$ cat src/rtl/imem_loader.sv
// Boot-time instruction memory loader: assembles a little-endian byte stream into
// 32-bit words and writes them to consecutive addresses. Optional checksum: IMEM_LOADER_CHECKSUM_EN.
module imem_loader #(
   parameter int DEPTH = 256,
   parameter int AW    = $clog2(DEPTH)
) (
   input  logic          clk,
   input  logic          rst_n,
   input  logic          start,
   input  logic [AW:0]   load_len,
   input  logic          s_valid,
   input  logic [7:0]    s_data,
   output logic          s_ready,
   output logic          mem_we,
   output logic [AW-1:0] mem_addr,
   output logic [31:0]   mem_wdata,
   output logic          cpu_hold,
   output logic          busy,
   output logic          done,
   output logic          full,
   output logic          err
);

   typedef enum logic [2:0] {
      S_IDLE,
      S_LOAD,
      S_WRITE,
      S_CHECK,
      S_DONE
   } state_t;

   localparam logic [AW:0]   DEPTH_W   = (AW+1)'(DEPTH);
   localparam logic [AW-1:0] LAST_ADDR = AW'(DEPTH - 1);

   state_t        state_q, state_d;
   logic [AW:0]   len_q, len_d;
   logic [AW-1:0] word_cnt_q, word_cnt_d;
   logic [1:0]    byte_idx_q, byte_idx_d;
   logic [23:0]   asm_q, asm_d;
   logic          s_ready_q, s_ready_d;
   logic          mem_we_q, mem_we_d;
   logic [AW-1:0] mem_addr_q, mem_addr_d;
   logic [31:0]   mem_wdata_q, mem_wdata_d;
   logic          busy_q, busy_d;
   logic          done_q, done_d;
   logic          full_q, full_d;
`ifdef IMEM_LOADER_CHECKSUM_EN
   logic [31:0]   csum_q, csum_d;
   logic          err_q, err_d;
`endif

   logic          accept;
   logic          last_byte;
   logic [31:0]   rx_word;

   assign accept    = s_ready_q && s_valid;
   assign last_byte = accept && (byte_idx_q == 2'd3);
   assign rx_word   = {s_data, asm_q};

   always_comb begin
      // NOTE: every _d gets a default here so no latch is inferred on paths that skip it.
      state_d     = state_q;
      len_d       = len_q;
      word_cnt_d  = word_cnt_q;
      byte_idx_d  = byte_idx_q;
      asm_d       = asm_q;
      mem_addr_d  = mem_addr_q;
      mem_wdata_d = mem_wdata_q;
      full_d      = full_q;
`ifdef IMEM_LOADER_CHECKSUM_EN
      csum_d      = csum_q;
      err_d       = err_q;
`endif

      // Byte lanes fill low-to-high; the fourth byte is consumed directly from s_data.
      if (accept) begin
         byte_idx_d = byte_idx_q + 2'd1;
         case (byte_idx_q)
            2'd0:    asm_d[7:0]   = s_data;
            2'd1:    asm_d[15:8]  = s_data;
            2'd2:    asm_d[23:16] = s_data;
            default: ;
         endcase
      end

      case (state_q)
         S_IDLE: begin
            if (start && (load_len != '0)) begin
               state_d    = S_LOAD;
               len_d      = (load_len > DEPTH_W) ? DEPTH_W : load_len;
               word_cnt_d = '0;
               byte_idx_d = '0;
               full_d     = 1'b0;
`ifdef IMEM_LOADER_CHECKSUM_EN
               csum_d     = '0;
               err_d      = 1'b0;
`endif
            end
         end

         S_LOAD: begin
            if (last_byte) begin
               mem_addr_d  = word_cnt_q;
               mem_wdata_d = rx_word;
               state_d     = S_WRITE;
            end
         end

         S_WRITE: begin
            if (word_cnt_q == LAST_ADDR) full_d = 1'b1;
`ifdef IMEM_LOADER_CHECKSUM_EN
            csum_d = csum_q ^ mem_wdata_q;
`endif
            if ({1'b0, word_cnt_q} == (len_q - 1'b1)) begin
`ifdef IMEM_LOADER_CHECKSUM_EN
               state_d = S_CHECK;
`else
               state_d = S_DONE;
`endif
            end else begin
               word_cnt_d = word_cnt_q + 1'b1;
               state_d    = S_LOAD;
            end
         end

`ifdef IMEM_LOADER_CHECKSUM_EN
         S_CHECK: begin
            if (last_byte) begin
               if (rx_word != csum_q) err_d = 1'b1;
               state_d = S_DONE;
            end
         end
`endif

         S_DONE:  state_d = S_IDLE;
         default: state_d = S_IDLE;
      endcase

      // Outputs are decoded from the next state so they line up with the state register.
      s_ready_d = (state_d == S_LOAD) || (state_d == S_CHECK);
      mem_we_d  = (state_d == S_WRITE);
      busy_d    = (state_d != S_IDLE);
      done_d    = (state_d == S_DONE);
   end

   always_ff @(posedge clk or negedge rst_n) begin
      if (!rst_n) begin
         state_q     <= S_IDLE;
         len_q       <= '0;
         word_cnt_q  <= '0;
         byte_idx_q  <= '0;
         asm_q       <= '0;
         s_ready_q   <= 1'b0;
         mem_we_q    <= 1'b0;
         mem_addr_q  <= '0;
         mem_wdata_q <= '0;
         busy_q      <= 1'b0;
         done_q      <= 1'b0;
         full_q      <= 1'b0;
`ifdef IMEM_LOADER_CHECKSUM_EN
         csum_q      <= '0;
         err_q       <= 1'b0;
`endif
      end else begin
         // NOTE: non-blocking assignments keep every flop sampling pre-edge values.
         state_q     <= state_d;
         len_q       <= len_d;
         word_cnt_q  <= word_cnt_d;
         byte_idx_q  <= byte_idx_d;
         asm_q       <= asm_d;
         s_ready_q   <= s_ready_d;
         mem_we_q    <= mem_we_d;
         mem_addr_q  <= mem_addr_d;
         mem_wdata_q <= mem_wdata_d;
         busy_q      <= busy_d;
         done_q      <= done_d;
         full_q      <= full_d;
`ifdef IMEM_LOADER_CHECKSUM_EN
         csum_q      <= csum_d;
         err_q       <= err_d;
`endif
      end
   end

   assign s_ready   = s_ready_q;
   assign mem_we    = mem_we_q;
   assign mem_addr  = mem_addr_q;
   assign mem_wdata = mem_wdata_q;
   assign busy      = busy_q;
   assign cpu_hold  = busy_q;
   assign done      = done_q;
   assign full      = full_q;
`ifdef IMEM_LOADER_CHECKSUM_EN
   assign err       = err_q;
`else
   assign err       = 1'b0;
`endif

endmodule

$ cat config.mk
export PLATFORM = sky130hd
export DESIGN_NAME = imem_loader
export DESIGN_NICKNAME = d
export VERILOG_FILES = /design/src/rtl/imem_loader.sv
export SDC_FILE = /design/constraint.sdc
export NUM_CORES = 1
export LEC_CHECK = 0
export ABC_CLOCK_PERIOD_IN_PS = 4620
export CAP_MARGIN = 20
export CORE_MARGIN = 5
export CORE_UTILIZATION = 56
export CTS_CLUSTER_DIAMETER = 50
export DETAILED_ROUTE_END_ITERATION = 8
export HOLD_SLACK_MARGIN = 0.06
export PLACE_DENSITY = 0.84
export SYNTH_ARGS = -nofsm -noshare
export SYNTH_HDL_FRONTEND = slang
export SYNTH_SLANG_ARGS = --single-unit
$ cat constraint.sdc
create_clock -name clk -period 4.62 [get_ports clk]
set_input_delay 0.924 -clock clk [delete_from_list [all_inputs] [get_ports clk]]
set_output_delay 0.924 -clock clk [all_outputs]
set_load 0.01 [all_outputs]
==> results of run 1 <==
==> final cells by class <==
type,count,share of cell area
inverters,7,0.00547
multi-input cells,269,0.316
flip-flops and latches,91,0.474
clock inverters,6,0.0104
repair buffers,70,0.143
well taps,96,0.0250
clock buffers,9,0.0258
==> placed cells by master (no fill, tap or decap), types with 3 or more instances in the layout <==
master / netlist / final
mux2i_1: 7 / 7
nand2_1: 144 / 144
mux2_2: 25 / 25
xnor2_1: 5 / 5
nand3_1: 3 / 3
nand4_1: 4 / 4
inv_1: 6 / 6
a21oi_1: 3 / 3
buf_4: 2 / 5
clkbuf_8: 0 / 9
clkdlybuf4s50_1: 0 / 65
clkinvlp_4: 0 / 4
dfrtp_1: 91 / 91
xor2_1: 5 / 5
nand3b_1: 3 / 3
and3_1: 5 / 5
nor2_1: 13 / 13
ha_1: 6 / 6
nand2b_1: 7 / 7
o21ai_0: 13 / 13
==> path summary, 6_finish.rpt <==
check,endpoint,depth (start not counted),startpoint
hold reg to reg,mem_wdata[1]$_DFFE_PN0P_,2,asm_q[1]$_DFFE_PN0P_
setup / recovery,s_ready$_DFF_PN0_,8,len_q[0]$_DFFE_PN0P_
min in group asynchronous,len_q[2]$_DFFE_PN0P_,1,rst_n
max in group asynchronous,mem_wdata[13]$_DFFE_PN0P_,2,rst_n
setup reg to reg,s_ready$_DFF_PN0_,8,len_q[0]$_DFFE_PN0P_
hold / removal,mem_wdata[1]$_DFFE_PN0P_,2,asm_q[1]$_DFFE_PN0P_
==> logic make-up after synthesis <==
family,count (synthesis),synth area share
AOI/OAI and AO/OA,27,0.0436
xor gates and xnor gates,10,0.0224
adders and majority gates,6,0.0192
buffers and inverters,24,0.0276
DFF,91,0.584
muxes,32,0.0901
other,1,0.000961
and+or+nand+nor,193,0.212
==> metrics by stage <==
step / hold slack [ns] / area (µm²)
after detailed placement: 0.447 / 4630
after global placement: 0.443 / 4630
final: 0.467 / 4800
after CTS: 0.468 / 4800
after floorplan: 0.433 / 3900
after global routing: 0.497 / 4800
==> sequential cells by signal, summed over array words and instances (netlist names) <==
| signal | flops |
|---|---|
| mem_addr | 8 |
| full | 1 |
| word_cnt_q | 8 |
| asm_q | 24 |
| byte_idx_q | 2 |
| len_q | 9 |
| busy | 1 |
| done | 1 |
| mem_we | 1 |
| state_q | 3 |
| s_ready | 1 |
| mem_wdata | 32 |
==> cells in the mapped netlist, types with 3 or more instances <==
master | number | area, µm²
a21oi_1 | 3 | 15.0
and3_1 | 5 | 31.3
buf_1 | 3 | 11.3
clkbuf_1 | 9 | 33.8
dfrtp_1 | 91 | 2280
ha_1 | 6 | 75.1
inv_1 | 6 | 22.5
mux2_2 | 25 | 282
mux2i_1 | 7 | 70.1
nand2_1 | 144 | 541
nand2b_1 | 7 | 43.8
nand3_1 | 3 | 15.0
nand3b_1 | 3 | 22.5
nand4_1 | 4 | 25.0
nor2_1 | 13 | 48.8
o21ai_0 | 13 | 65.1
xnor2_1 | 5 | 43.8
xor2_1 | 5 | 43.8
==> worst max-delay path: cells and delay by family (launching register included) <==
family	cells	cell delay, ns
compound gates	1	0.31
xor+xnor	1	0.15
flops	1	0.44
simple gates	4	1.48
buf+inv	1	0.09
fa+ha+maj	1	0.30
==> where the power goes <==
group / internal (mW) / leakage (nW) / switching, mW
Clock: 0.198 / 0.0759 / 0.285
Combinational: 0.590 / 1.05 / 0.500
Sequential: 1.12 / 1.16 / 0.216
==> routing by layer <==
layer,vias up,part of all wire,GRT usage,wire length (µm)
met1,1391,0.46,0.276,3670
met4,0,0.020,0.0928,158
met3,14,0.049,0.0282,396
met2,77,0.47,0.306,3810
li1,1387,-,-,-
met5,-,0,0,0
==> results.md, run 1 <==
* Status: finished clean
* Pwr Density at approximately 600 nW/µm²
* Fraction of registers with async set/reset at 1.00
* Pre-CTS WS at roughly 1.8 ns
* GPL Wtd Cong at 0.850
* Slew Viols, Final at 0
* Endpoints failing hold at 0
* Sum of negative setup slack at 0 ns
* Minimum clock period at slightly below 3 ns
* Yosys warning total at 0
* Layout Area Growth over Synthesis at 23.1%
* Max Clk Rate at approximately 0.35 GHz
* Total Routing Usage GR at 0.198
* Detailed Route Iter0 Violations at 177
* Max stage delay on crit path at 0.66 ns
* CTS sink cnt at between 90 and 100
* Filler instances at 498
* DR DRC count at 0
* Fin cells at between 500 and 600
* TritonCTS clock tree: yes
* Worst skew pair latency at 0.36 ns
* Tcrit/Tclk final at 0.626
* Final nets at between 400 and 500
* HPWL after DPL at 5660 µm
* Final WL at 8030 µm
* Register area at 2280 µm²
* Cts repair resizes at 0
* R2R setup slack at 1.73 ns
* DIE AREA at 8740 µm²
* Skew final at 0.0126 ns
* DRT antenna net count at 0
* Design Power at 2.90 mW
* Worst-path maximum fanout at 11
* Drt first pass iters at 4
* Yosys reg bits at 91
* Clk pin slew, worst setup/hold paths at 0.09 ns
* Peak VDD IR at 295 µV
* Yosys cell types at 41
* Vias per std cell at 5.24
* Most Frequent Cell on Critical Path: or4_1
* Vias in the first global route at 2799
* Top_reg_cell synth: dfrtp_1
* Startpoint types: register
* Max-cap violation count at 0
* WP data required at 4.85 ns
* Wire length of the first global-routing pass at 13600 µm
* Synth Area per Inst at 10.2 µm²
* DP Cell Count at 533
* # port buffers at 66
* Critical Path End Type: register
* CTS max path bufs at 2
* Crit-path cells: inv_1 > ha_1 > xor2_1 > nand2_1 > or4_1 > or4_1 > and2_4 > a311o_1
* Hold/Removal Path Class: register to register
* Num CTS Buffers at 9
* Sequential share of the synthesized area at 0.584
* Die height at 93.5 µm
* Post-synth EDFFs at 0
* Standard-cell rows at 30
* Placeable Area at 6790 µm²
* H-tree depth at 3
* Multi-input logic area at 1520 µm²
* Post-CTS setup buffer count at 0
* Leakage at between 2 and 2.5 nW
* Detailed-route wire length per cell at 14.6 µm
* DR vias at approximately 2900
* RSZ-0062 raised after global routing: false
* Die X at 93.5 µm
* Clk Tree Root Cell: clkbuf_8
* Relative slew slack at 0.512
* Initial antenna violation count at 0
* Post-layout util at 0.707
* Hold buffers post-CTS at 0
* WS Path Type: register to register
* Synthesized area at 3900 µm²
* Worst slew pin tran at 0.733 ns
* Mapped Cells at 384
* IO Pins at 68
* Setup ws final at 1.73 ns
* Gr ovfl total at 0
* Final setup fails at 0
* Slowest CP cell: or4_1
* Net Count, Synth at 411
* Worst Path Arrival at 3.13 ns
* Effective utilization at floorplan at 0.574
* Largest net degree at the start of global routing at 60
* Ant. Diodes at 0
* Share of cells above drive strength 1 at 0.108
(Power assumes the default switching activity.)
==> inputs of run 2 (changes only) <==
==> config.mk (replaced) <==
export PLATFORM = sky130hd
export DESIGN_NAME = imem_loader
export DESIGN_NICKNAME = d
export VERILOG_FILES = /design/src/rtl/imem_loader.sv
export SDC_FILE = /design/constraint.sdc
export NUM_CORES = 1
export LEC_CHECK = 0
export ABC_CLOCK_PERIOD_IN_PS = 2990
export CAP_MARGIN = 20
export CORE_MARGIN = 5
export CORE_UTILIZATION = 52
export CTS_CLUSTER_DIAMETER = 50
export DETAILED_ROUTE_END_ITERATION = 8
export HOLD_SLACK_MARGIN = 0.06
export PLACE_DENSITY = 0.79
export SYNTH_ARGS = -nofsm -noshare
export SYNTH_HDL_FRONTEND = slang
export SYNTH_SLANG_ARGS = --single-unit
==> constraint.sdc (replaced) <==
create_clock -name clk -period 2.99 [get_ports clk]
set_input_delay 0.598 -clock clk [delete_from_list [all_inputs] [get_ports clk]]
set_output_delay 0.598 -clock clk [all_outputs]
set_load 0.01 [all_outputs]
==> results.md, run 2 (synthesized netlist as in run 1, its figures left out) <==
* Switching Fraction at 0.339
* Multi-input logic area at 1520 µm²
* Final nets at 478
* Drt first pass iters at 4
* Share of cells above drive strength 1 at 0.116
* Cts repair resizes at 0
* Ant. Diodes at 0
* Initial antenna violation count at 0
* CTS sink cnt at ~90
* DRT antenna net count at 0
* Clk Tree Root Cell: clkbuf_8
* DP Area at 4670 µm²
* Critical Path End Type: register
* Hold buffers post-CTS at 0
* Worst slew pin tran at between 0.6 and 0.7 ns
* GPL Wtd Cong at 0.856
* Max Clk Rate at 0.378 GHz
* TritonCTS clock tree: yes
* Internal power at 3.04 mW
* Most frequent cells in the layout: nand2_1, dfrtp_1, clkdlybuf4s50_1
* Skew final at around 0.0096 ns
* Detailed-route wire length per cell at 14.6 µm
* Final WL at 8130 µm
* Filler instances at just over 600
* Peak VDD IR at 419 µV
* DR DRC count at 0
* Slowest CP cell: or4_1
* Tcrit/Tclk final at 0.885
* Design Power at between 4 and 5 mW
* RSZ-0062 raised after global routing: false
* Number of flip-flops in the largest register at 32
* Final setup fails at 0
* R2R setup slack at 0.34 ns
* Largest net degree at the start of global routing at 54
* Worst skew pair latency at around 0.36 ns
* Vias in the first global route at 2952
* Comb pwr share at 0.367
* Max stage delay on crit path at 0.50 ns
* CTS max path bufs at 2
* Num CTS Buffers at 9
* HPWL after DPL at 5830 µm
* Post-CTS setup buffer count at 0
* Pwr Density at 945 nW/µm²
* WP data required at 3.23 ns
* R2R depth at 8
* Total Routing Usage GR at 0.186
* IO Pins at 68
* Clock share of power at 0.185
* Most common cell after layout, fill and taps aside: nand2_1
* Worst Path Buf+Inv at 1
* Status: finished clean
* Worst path depth at 8
* Wire length of the first global-routing pass at 14300 µm
* Die X at roughly 97 µm
* Minimum clock period at between 2 and 3 ns
* WHS at 0.265 ns
* Vias per std cell at 5.18
* Leakage at 2.33 nW
* Net Sw Power at between 1.5 and 2 mW
* Relative slew slack at 0.570
* Startpoint types: register
* Die height at slightly below 100 µm
* # port buffers at 66
* Reg power frac at 0.448
* Placeable Area at about 7300 µm²
* Crit-path cells: inv_1 > ha_1 > xor2_1 > nand2_1 > or4_1 > or4_1 > and2_4 > a311o_1
* Worst Path Arrival at 2.89 ns
* Endpoints failing hold at 0
* WS Path Type: register to register
* DIE AREA at 9330 µm²
* Register area at between 2000 and 2500 µm²
* Sum of negative setup slack at 0 ns
* Design Area, Final at slightly below 5000 µm²
* H-tree depth at 3
* Worst-path maximum fanout at 5
* Effective utilization at floorplan at 0.535
* Hold/Removal Path Class: primary input to async pin
* Slew Viols, Final at 0
* Delay-heaviest family, CP: simple AND/OR/NAND/NOR gates
* Clk pin slew, worst setup/hold paths at 0.09 ns
* Most Frequent Cell on Critical Path: or4_1
* Layout Area Growth over Synthesis at 24.9%
* Gr ovfl total at 0
* Standard-cell rows at 31
* Detailed Route Iter0 Violations at between 150 and 200
* Max-cap violation count at 0
* DR vias at 2877
## run 2: cell count changes in the layout (fill, tap and decap cells not counted), sizes merged
| cell | previous run | this run |
|---|---|---|
| clkinv | 1 | 2 |
| bufinv | 0 | 1 |
| inv | 8 | 9 |
| buf | 5 | 8 |
| clkinvlp | 4 | 2 |
## run 2: stage by stage
step	utilization	setup slack, ns	std cells
after floorplan	-	0.443	384
after global placement	0.640	0.418	539
after detailed placement	0.640	0.358	539
after CTS	0.668	0.341	555
after global routing	0.668	0.220	555
final	0.668	0.343	555
## run 2: power by group through the flow
| stage | Sequential, mW | Clock [mW] | Combinational (mW) |
|---|---|---|---|
| floorplan | 2.13 | 0 | 0.845 |
| global placement | 2.06 | 0 | 1.64 |
| detailed placement | 2.09 | 0 | 1.71 |
| CTS | 2.07 | 0.876 | 1.72 |
| global route | 2.13 | 0.924 | 1.90 |
| finish | 2.06 | 0.852 | 1.69 |
## run 2: layout make-up
type | instances | area share
Sequential cell | 91 | 0.467
Multi-Input combinational cell | 269 | 0.311
Timing Repair Buffer | 73 | 0.148
Clock buffer | 9 | 0.0254
Tap cell | 99 | 0.0254
Clock inverter | 7 | 0.0169
Inverter | 7 | 0.00539
## run 2: path summary, 6_finish.rpt
check	endpoint	from
min in group clk	mem_wdata[0]$_DFFE_PN0P_	asm_q[0]$_DFFE_PN0P_
worst min-delay path	byte_idx_q[1]$_DFF_PN0_	rst_n
worst max-delay path	state_q[0]$_DFF_PN0_	len_q[0]$_DFFE_PN0P_
worst max register to register	state_q[0]$_DFF_PN0_	len_q[0]$_DFFE_PN0P_
max in group asynchronous	len_q[7]$_DFFE_PN0P_	rst_n
worst min register to register	mem_wdata[0]$_DFFE_PN0P_	asm_q[0]$_DFFE_PN0P_
## run 2: metal layers
| layer | track usage | wire length [µm] |
|---|---|---|
| met1 | 0.240 | 3470 |
| met4 | 0.0842 | 164 |
| met2 | 0.306 | 4060 |
| met3 | 0.0353 | 431 |
| met5 | 0 | 0 |
==> inputs of run 3 (changes only) <==
--- a/config.mk
+++ b/config.mk
@@ -9,6 +9,7 @@
 export CAP_MARGIN = 20
 export CORE_MARGIN = 5
 export CORE_UTILIZATION = 52
+export CTS_BUF_LIST = sky130_fd_sc_hd__clkbuf_16
 export CTS_CLUSTER_DIAMETER = 50
 export DETAILED_ROUTE_END_ITERATION = 8
 export HOLD_SLACK_MARGIN = 0.06
==> results.md, run 3 (synthesized netlist as in run 1, its figures left out) <==
* Post-CTS setup buffer count at 0
* Max Clk Rate at 0.377 GHz
* Status: finished clean
* Sum of negative setup slack at 0 ns
* Die height at between 90 and 100 µm
* Initial antenna violation count at 0
* Detailed Route Iter0 Violations at 218
* Hold/Removal Path Class: primary input to async pin
* Vias per std cell at 5.18
* Placeable Area at 7290 µm²
* Clk pin slew, worst setup/hold paths at roughly 0.060 ns
* RR Endpoint: state_q[0]$_DFF_PN0_
* Worst Path Buf+Inv at 1
* Detailed-route wire length per cell at 15.0 µm
* Worst slew pin tran at 0.667 ns
* Gr ovfl total at 0
* # port buffers at 66
* Final nets at 478
* Wire length of the first global-routing pass at 14500 µm
* Worst skew pair latency at about 0.34 ns
* DR vias at 2877
* Slowest CP cell: or4_1
* Slew Viols, Final at 0
* Critical Path End Type: register
* Filler instances at 580
* Total Routing Usage GR at 0.187
* Skew final at approximately 0.0090 ns
* Number of flip-flops in the largest register at 32
* Most frequent cells in the layout: nand2_1, dfrtp_1, clkdlybuf4s50_1
* Largest net degree at the start of global routing at 54
* Worst Path Arrival at 2.87 ns
* Layout Area Growth over Synthesis at 27.5%
* Minimum clock period at 2.65 ns
* Worst-path maximum fanout at 5
* Startpoint types: register
* DP Cell Count at 539
* Pwr Density at between 900 and 1000 nW/µm²
* DRT antenna net count at 0
* Effective utilization at floorplan at 0.535
* Tcrit/Tclk final at 0.888
* Most common cell after layout, fill and taps aside: nand2_1
* Die X at 96.6 µm
* Clk Tree Root Cell: clkbuf_16
* Share of cells above drive strength 1 at 0.116
* TritonCTS clock tree: yes
* Drt first pass iters at 4
* HPWL after DPL at 5830 µm
* H-tree depth at 3
* Delay-heaviest family, CP: simple AND/OR/NAND/NOR gates
* Final setup fails at 0
* Crit-path cells: inv_1 > ha_1 > xor2_1 > nand2_1 > or4_1 > or4_1 > and2_4 > a311o_1
* CTS sink cnt at 91
* Max stage delay on crit path at 0.50 ns
* Num CTS Buffers at 9
* Cts repair resizes at 0
* Final WL at 8340 µm
* R2R setup slack at roughly 0.34 ns
* Standard-cell rows at 31
* Hold buffers post-CTS at 0
* DIE AREA at 9330 µm²
* Endpoints failing hold at 0
* WS Path Type: register to register
* Most Frequent Cell on Critical Path: or4_1
* Vias in the first global route at between 2000 and 3000
* Worst path depth at 8
* GPL Wtd Cong at between 0.8 and 0.9
* DR DRC count at 0
* CTS max path bufs at 2
* WP data required at 3.20 ns
* IO Pins at 68
* Reg2reg start: len_q[0]$_DFFE_PN0P_
* Leakage at 2.37 nW
* Relative slew slack at 0.555
* R2R depth at 8
* Max-cap violation count at 0
* Ant. Diodes at 0
* Peak VDD IR at around 470 µV
* Fin cells at 555
* RSZ-0062 raised after global routing: false
## run 3: metrics by stage
stage          hold WS [ns]  cell area, µm²  power (mW)   util  setup WS [ns]
2_1_floorplan         0.302            3900        2.97      -          0.443
3_3_place_gp          0.439            4670        3.70  0.640          0.418
3_5_place_dp          0.446            4670        3.80  0.640          0.358
4_1_cts               0.319            4970        4.97  0.682          0.327
5_1_grt               0.352            4970        5.26  0.682          0.227
6_report              0.295            4970        4.92  0.682          0.336
## run 3: how the worst max path moves through the flow
stage	slack, ns	startpoint	endpoint
4_1_cts	0.33	len_q[0]$_DFFE_PN0P_	state_q[0]$_DFF_PN0_
2_1_floorplan	0.44	len_q[0]$_DFFE_PN0P_	s_ready$_DFF_PN0_
6_report	0.34	len_q[0]$_DFFE_PN0P_	state_q[0]$_DFF_PN0_
5_1_grt	0.23	len_q[0]$_DFFE_PN0P_	state_q[0]$_DFF_PN0_
3_3_place_gp	0.42	len_q[0]$_DFFE_PN0P_	state_q[0]$_DFF_PN0_
3_5_place_dp	0.36	len_q[0]$_DFFE_PN0P_	s_ready$_DFF_PN0_
## run 3: final cells by class
type                       instances  area, µm²  area share
clock buffer                       9        225      0.0453
clock inverter                     7       82.6      0.0166
tap                               99        124      0.0249
sequential                        91       2280       0.458
timing repair buffer              73        723       0.145
inverter                           7       26.3     0.00528
multi-input combinational        269       1520       0.305
## run 3: worst reg2reg max path, cell delays in order (launching register included)
cell and delay (ns):
dfrtp_1 0.41, inv_1 0.09, ha_1 0.31, xor2_1 0.16, nand2_1 0.06, or4_1 0.50
or4_1 0.50, and2_4 0.19, a311o_1 0.31
## run 3: report_power, final
| group | switching, mW | internal (mW) | leakage (nW) |
|---|---|---|---|
| Clock | 0.485 | 0.661 | 0.145 |
| Combinational | 0.781 | 0.922 | 1.07 |
| Sequential | 0.345 | 1.73 | 1.16 |
## run 3: routing by layer
| metal | GRT usage | share of wire |
|---|---|---|
| met1 | 0.246 | 0.43 |
| met2 | 0.311 | 0.51 |
| met3 | 0.0353 | 0.043 |
| met4 | 0.0670 | 0.014 |
| met5 | 0 | 0 |
